[src/rtl/bpsk_demodulator.sv]
// Coherent BPSK demodulator: multiplies each accepted sample by a phase-locked
// reference sine, integrates over one symbol and emits a hard/soft decision.
module bpsk_demodulator #(
  parameter int DATA_WIDTH        = 8,
  parameter int SINE_RESOLUTION   = 32,
  parameter int CYCLES_PER_SYMBOL = 1
) (
  input  logic                  clk,
  input  logic                  rst_n,
  input  logic                  enable,
  input  logic                  sync,
  input  logic                  sample_valid,
  input  logic [DATA_WIDTH-1:0] sample_in,
  input  logic                  bit_ready,
  output logic                  bit_valid,
  output logic                  bit_out,
  output logic [DATA_WIDTH-1:0] soft_out,
  output logic                  overrun,
  output logic                  locked
);

  localparam int PERIOD_LEN = 2 * SINE_RESOLUTION;
  localparam int SYMBOL_LEN = PERIOD_LEN * CYCLES_PER_SYMBOL;
  localparam int SYM_W      = $clog2(SYMBOL_LEN);
  localparam int PROD_W     = 2 * DATA_WIDTH;
  localparam int ACC_W      = PROD_W + SYM_W;
  localparam int PH_W       = $clog2(PERIOD_LEN);
  localparam int PER_W      = (CYCLES_PER_SYMBOL > 1) ? $clog2(CYCLES_PER_SYMBOL) : 1;
  localparam logic [PH_W-1:0]  PH_LAST  = PH_W'(PERIOD_LEN - 1);
  localparam logic [PER_W-1:0] PER_LAST = PER_W'(CYCLES_PER_SYMBOL - 1);
  localparam longint PI_Q30 = 64'sd3373259426;

  // Elaboration-time sine table in Q30 fixed point (Taylor series on the
  // folded angle <= pi/2), rounded half-up to the sample amplitude.
  function automatic logic [SINE_RESOLUTION*DATA_WIDTH-1:0] build_lut();
    logic [SINE_RESOLUTION*DATA_WIDTH-1:0] lut;
    longint x, x2, term, s, amp;
    int     k2;
    lut = '0;
    amp = (64'sd1 <<< (DATA_WIDTH - 1)) - 64'sd1;
    for (int k = 0; k < SINE_RESOLUTION; k++) begin
      k2   = (2 * k > SINE_RESOLUTION) ? SINE_RESOLUTION - k : k;
      x    = (PI_Q30 * k2) / SINE_RESOLUTION;
      x2   = (x * x) >>> 30;
      term = x;
      s    = x;
      for (int n = 1; n <= 8; n++) begin
        term = -(((term * x2) >>> 30) / ((2 * n) * (2 * n + 1)));
        s    = s + term;
      end
      lut[k*DATA_WIDTH +: DATA_WIDTH] =
        DATA_WIDTH'((amp * s + (64'sd1 <<< 29) + 64'sd4096) >>> 30);
    end
    return lut;
  endfunction

  localparam logic [SINE_RESOLUTION*DATA_WIDTH-1:0] SINE_LUT = build_lut();

  // Full-period reference: second half is the negated first half.
  logic signed [DATA_WIDTH-1:0] sine_rom [PERIOD_LEN];
  for (genvar k = 0; k < SINE_RESOLUTION; k++) begin : g_rom
    assign sine_rom[k]                   = SINE_LUT[k*DATA_WIDTH +: DATA_WIDTH];
    assign sine_rom[k + SINE_RESOLUTION] = -SINE_LUT[k*DATA_WIDTH +: DATA_WIDTH];
  end

  typedef enum logic {IDLE = 1'b0, INTEGRATE = 1'b1} state_t;
  state_t state;

  logic [PH_W-1:0]          phase, phase_used, phase_next;
  logic [PER_W-1:0]         period, period_used, period_next;
  logic                     accept, abort, last;
  logic signed [PROD_W-1:0] product, prod_q;
  logic                     prod_valid, prod_last;
  logic [ACC_W-1:0]         acc, acc_base, dec_sum;
  logic                     acc_done, dec_valid;

  always_comb begin
    accept      = sample_valid && enable && (state == INTEGRATE || sync);
    phase_used  = sync ? '0 : phase;
    period_used = sync ? '0 : period;
    last        = (phase_used == PH_LAST) && (period_used == PER_LAST);
    phase_next  = (phase_used == PH_LAST) ? '0 : phase_used + PH_W'(1);
    period_next = period_used;
    if (phase_used == PH_LAST)
      period_next = (period_used == PER_LAST) ? '0 : period_used + PER_W'(1);
    // A sync that lands exactly on a symbol boundary is not a restart.
    abort    = (state == INTEGRATE) &&
               (!enable || (sample_valid && sync && (phase != '0 || period != '0)));
    acc_base = acc_done ? '0 : acc;
    product  = PROD_W'($signed(sample_in)) * PROD_W'(sine_rom[phase_used]);
  end

  always_ff @(posedge clk or negedge rst_n) begin
    if (!rst_n) begin
      state      <= IDLE;
      locked     <= 1'b0;
      phase      <= '0;
      period     <= '0;
      prod_q     <= '0;
      prod_valid <= 1'b0;
      prod_last  <= 1'b0;
      acc        <= '0;
      acc_done   <= 1'b0;
      dec_sum    <= '0;
      dec_valid  <= 1'b0;
      bit_valid  <= 1'b0;
      bit_out    <= 1'b0;
      soft_out   <= '0;
      overrun    <= 1'b0;
    end else begin
      if (!enable) begin
        state  <= IDLE;
        locked <= 1'b0;
        phase  <= '0;
        period <= '0;
      end else if (accept) begin
        state  <= INTEGRATE;
        locked <= 1'b1;
        phase  <= phase_next;
        period <= period_next;
      end

      prod_valid <= accept;
      if (accept) begin
        prod_q    <= product;
        prod_last <= last;
      end

      // acc_done marks acc as a completed symbol sum for exactly one cycle.
      if (abort) begin
        acc      <= '0;
        acc_done <= 1'b0;
      end else if (prod_valid) begin
        acc      <= acc_base + {{SYM_W{prod_q[PROD_W-1]}}, prod_q};
        acc_done <= prod_last;
      end else if (acc_done) begin
        acc      <= '0;
        acc_done <= 1'b0;
      end

      dec_valid <= acc_done;
      if (acc_done)
        dec_sum <= acc;

      // Valid/ready: outputs frozen while bit_valid && !bit_ready; a transfer
      // happens on an edge with both high; a decision arriving while frozen is lost.
      if (dec_valid) begin
        if (bit_valid && !bit_ready) begin
          overrun <= 1'b1;
        end else begin
          bit_valid <= 1'b1;
          bit_out   <= dec_sum[ACC_W-1];
          soft_out  <= dec_sum[ACC_W-1 -: DATA_WIDTH];
        end
      end else if (bit_valid && bit_ready) begin
        bit_valid <= 1'b0;
      end
    end
  end

endmodule

[config.mk]
export PLATFORM = sky130hd
export DESIGN_NAME = bpsk_demodulator
export DESIGN_NICKNAME = d
export VERILOG_FILES = /design/src/rtl/bpsk_demodulator.sv
export SDC_FILE = /design/constraint.sdc
export NUM_CORES = 1
export LEC_CHECK = 0
export CAP_MARGIN = 20
export CORE_AREA = 2 2 121 123
export CTS_CLUSTER_DIAMETER = 200
export DETAILED_ROUTE_END_ITERATION = 12
export DIE_AREA = 0 0 123 125
export PLACE_DENSITY = 0.7
export RECOVER_POWER = 25
export SYNTH_ARGS = -nofsm -noshare
export SYNTH_HDL_FRONTEND = slang
export SYNTH_SLANG_ARGS = --single-unit
[constraint.sdc]
create_clock -name clk -period 8.6 [get_ports clk]
set_clock_uncertainty 0.2 [all_clocks]
set_input_delay 1.72 -clock clk [delete_from_list [all_inputs] [get_ports clk]]
set_output_delay 1.72 -clock clk [all_outputs]
set_load 0.005 [all_outputs]
==> results of run 1 <==
[path summary, 6_finish.rpt]
| path | end | cells past startpoint | slack [ns] | startpoint |
|---|---|---|---|---|
| worst max register to register | prod_q[14] | 25 | 1.90 | phase[1] |
| max in group asynchronous | acc[16] | 2 | 3.77 | rst_n |
| worst min-delay path | overrun | 1 | 0.27 | overrun |
| worst max-delay path | prod_q[15] | 24 | 0.77 | sync |
| min in group asynchronous | dec_sum[20] | 2 | 2.45 | rst_n |
| worst min register to register | overrun | 1 | 0.27 | overrun |
[per-layer routing]
layer | vias up | track usage, % | part of all wire, %
li1 | 2854 | - | -
met1 | 2766 | 29.6 | 48
met2 | 104 | 34.7 | 48
met3 | 15 | 2.51 | 3.3
met4 | 0 | 5.82 | 1.3
met5 | - | 0 | 0
[stage by stage]
stage	worst slack (ns)	utilization, %	total power [W]	hold WS (ns)	cell area (um^2)
final	0.773	56.6	0.00125	0.272	8040
after global routing	0.245	56.6	0.00135	0.291	8040
after detailed placement	0.365	54.8	0.000926	0.265	7780
after CTS	0.745	56.7	0.00126	0.275	8050
after floorplan	1.02	-	0.000807	0.191	7430
after global placement	0.517	54.8	0.000920	0.253	7780
[power by group through the flow]
stage | sequential, W | clock (W) | combinational (W)
after floorplan | 0.000437 | 0 | 0.000370
after global placement | 0.000450 | 0 | 0.000470
after detailed placement | 0.000453 | 0 | 0.000473
after CTS | 0.000448 | 0.000339 | 0.000475
after global routing | 0.000458 | 0.000351 | 0.000539
final | 0.000446 | 0.000330 | 0.000471
[registers in the layout (all words and copies together), names as in the netlist]
register and flops:
phase 6, period 1, dec_sum 8, state 1
acc_done 1, bit_out 1, acc 22, bit_valid 1
dec_valid 1, prod_last 1, overrun 1, prod_valid 1
prod_q 16, soft_out 7
[cell families (layout without fill, tap and decap cells)]
| logic type | after synthesis | in the layout | synth area share, % |
|---|---|---|---|
| AND/OR/NAND/NOR | 269 | 269 | 18.7 |
| AO/OA/AOI/OAI | 192 | 192 | 18.0 |
| buffers and inverters | 138 | 153 | 7.75 |
| adder cells (fa/ha/maj) | 116 | 116 | 25.2 |
| flip-flops | 68 | 68 | 22.9 |
| multiplexers | 31 | 31 | 4.46 |
| XOR/XNOR | 25 | 25 | 2.95 |
[worst reg2reg max path: cells and delay by family, from the launching register on]
family	cells	cell delay [ns]
fa+ha+maj	6	2.56
buf+inv	5	0.51
mux	1	0.21
compound gates	9	1.81
simple gates	4	0.68
flops	1	0.57
[area by class of cell]
type                            count  share of cell area, %
Clock buffer                       11                   2.89
Timing Repair Buffer               33                   3.70
Tap cell                          184                   2.86
Sequential cell                    68                   21.2
Multi-Input combinational cell    633                   64.0
Inverter                          104                   4.85
Clock inverter                      5                  0.482
[cell usage in the layout, fill, tap and decap left out, types with 8 or more instances in the layout]
| master | Yosys | final |
|---|---|---|
| a211oi_1 | 8 | 8 |
| a21o_1 | 14 | 14 |
| a21oi_1 | 48 | 48 |
| and2_1 | 39 | 39 |
| and3_1 | 10 | 10 |
| clkbuf_16 | 0 | 9 |
| clkdlybuf4s50_1 | 0 | 23 |
| dfrtp_1 | 68 | 68 |
| fa_1 | 56 | 56 |
| ha_1 | 60 | 60 |
| inv_1 | 100 | 100 |
| mux2_2 | 17 | 17 |
| mux2i_1 | 14 | 14 |
| nand2_1 | 81 | 81 |
| nand2b_1 | 9 | 9 |
| nand3_1 | 10 | 10 |
| nor2_1 | 50 | 50 |
| nor2b_1 | 32 | 32 |
| o21a_1 | 10 | 10 |
| o21ai_0 | 28 | 28 |
| o22ai_1 | 8 | 8 |
| xnor2_1 | 16 | 16 |
| xor2_1 | 9 | 9 |
==> metrics.txt, run 1 <==
Detailed Routing Iterations Pass 1 5; Syn Inst Count 839; top_reg_cell synth dfrtp_1; Non-Filler Instances 1038; Pleak 3.90 nW; post-synth cell types 77; full die area 0.0154 mm^2; switching share of total power 34.1%; DR vias 5739; failing checks capacitance limit, slew limit; area leader, netlist dfrtp_1; RSZ-0062 raised after global routing false; Final nets 979; Synth Cell Area 0.00743 mm^2; post-route minimum period 7.83 ns; Wirelength per Cell 14.5 um; kind of critical path in -> reg; Worst Hold Class reg -> reg; vias in the first global route 5704; Setup crit start kind input pin; Core ar. 0.0142 mm^2; vias per cell 5.53; Max-Slew Margin vs Limit -131%; crit share post-route 91.0%; register bit count reported by yosys 68; CTS tree built; port bufs 25; layout cells sized above 1 8.67%; storage element area 0.00170 mm^2; initial antenna violation count 0; Final setup viols 0; Worst-path clk slew 0.05 ns; register area share after synthesis 22.9%; die width 123 um; I/O pin cnt 26; clock power share 26.4%; top-count cell post-synth inv_1; htree depth 3; first-pass GRT wire length 26700 um; Comb pwr share 37.8%; clock sink count 68; Fmax 128 MHz; CP peak stage delay 0.56 ns; Buf/Inv on CP 5; Detailed Place HPWL 11500 um; root buf cell clkbuf_16; Int Pwr 0.000821 W; Setup Fix Bufs, Post-CTS 0; layout filler cell count 1271; DRT Wirelength 15100 um; pin count of the biggest net entering global routing 69; Clock Path Buffers 2; number of synthesized flops with an enable pin 0; Cell Chain, Critical Path clkdlybuf4s50_1 > nand2b_1 > inv_1 > ha_1 > nor2_1 > nor3b_1 > a311oi_1 > a31oi_1 > a211oi_4 > nand2_1 > fa_1 > inv_1 > fa_1 > fa_1 > inv_1 > fa_1 > inv_1 > ha_1 > o21a_1 > o21ai_0 > a21oi_1 > o41ai_2 > mux2i_1 > nand4_1; top post-synthesis cells by area dfrtp_1, fa_1, ha_1; family with the most delay on the worst path adder cells; gr usage total 21.2%; Least-Margin Pin Slew 3.47 ns; Antenna Cells 0; Req. time, crit path 8.62 ns; P_sw 0.000426 W; peak supply drop 0.0000706 V; synthesis-to-layout area growth 8.27%; Yosys warnings 0; max cap viols 1; Power Density 155 mW/mm^2; slowest CP cell fa_1; endpoint class of the critical path flop; CP Max Fanout 9; # resized after CTS 0; GR Overflow Total 0; syn_area_per_cell 8.85 um^2; Initial Util 52.3%; CP arrival 7.84 ns; RePlAce Congestion 0.924; die height 125 um; Post-DRT Antenna Nets 0; Post-synth top cells inv_1, nand2_1, dfrtp_1; top-area cell type share of the netlist area 22.9%; sequential power share 35.8%; Multi-input gate area 0.00515 mm^2; Synth async-reset ratio 100%; DR iter-0 viols 306; CTS Buf Count 9; Sum Neg Setup Slack 0 ns; Placed Instances 1022; CTS hold repair buffers 0; Syn Nets 969; row cnt 44; DR DRC count 0; Final Hold Fails 0; outcome finished with violations; max-slew violation count 69; Worst-Skew Late Latency 0.34 ns
No activity file was read; power rests on OpenSTA's default activity.
==> run 2: changes to the inputs <==
Settings changed: ABC_CLOCK_PERIOD_IN_PS set to 8600, CAP_MARGIN 20 to unset.
==> results of run 2 <==
Final layout, timing and power as in run 1 (identical DEF).
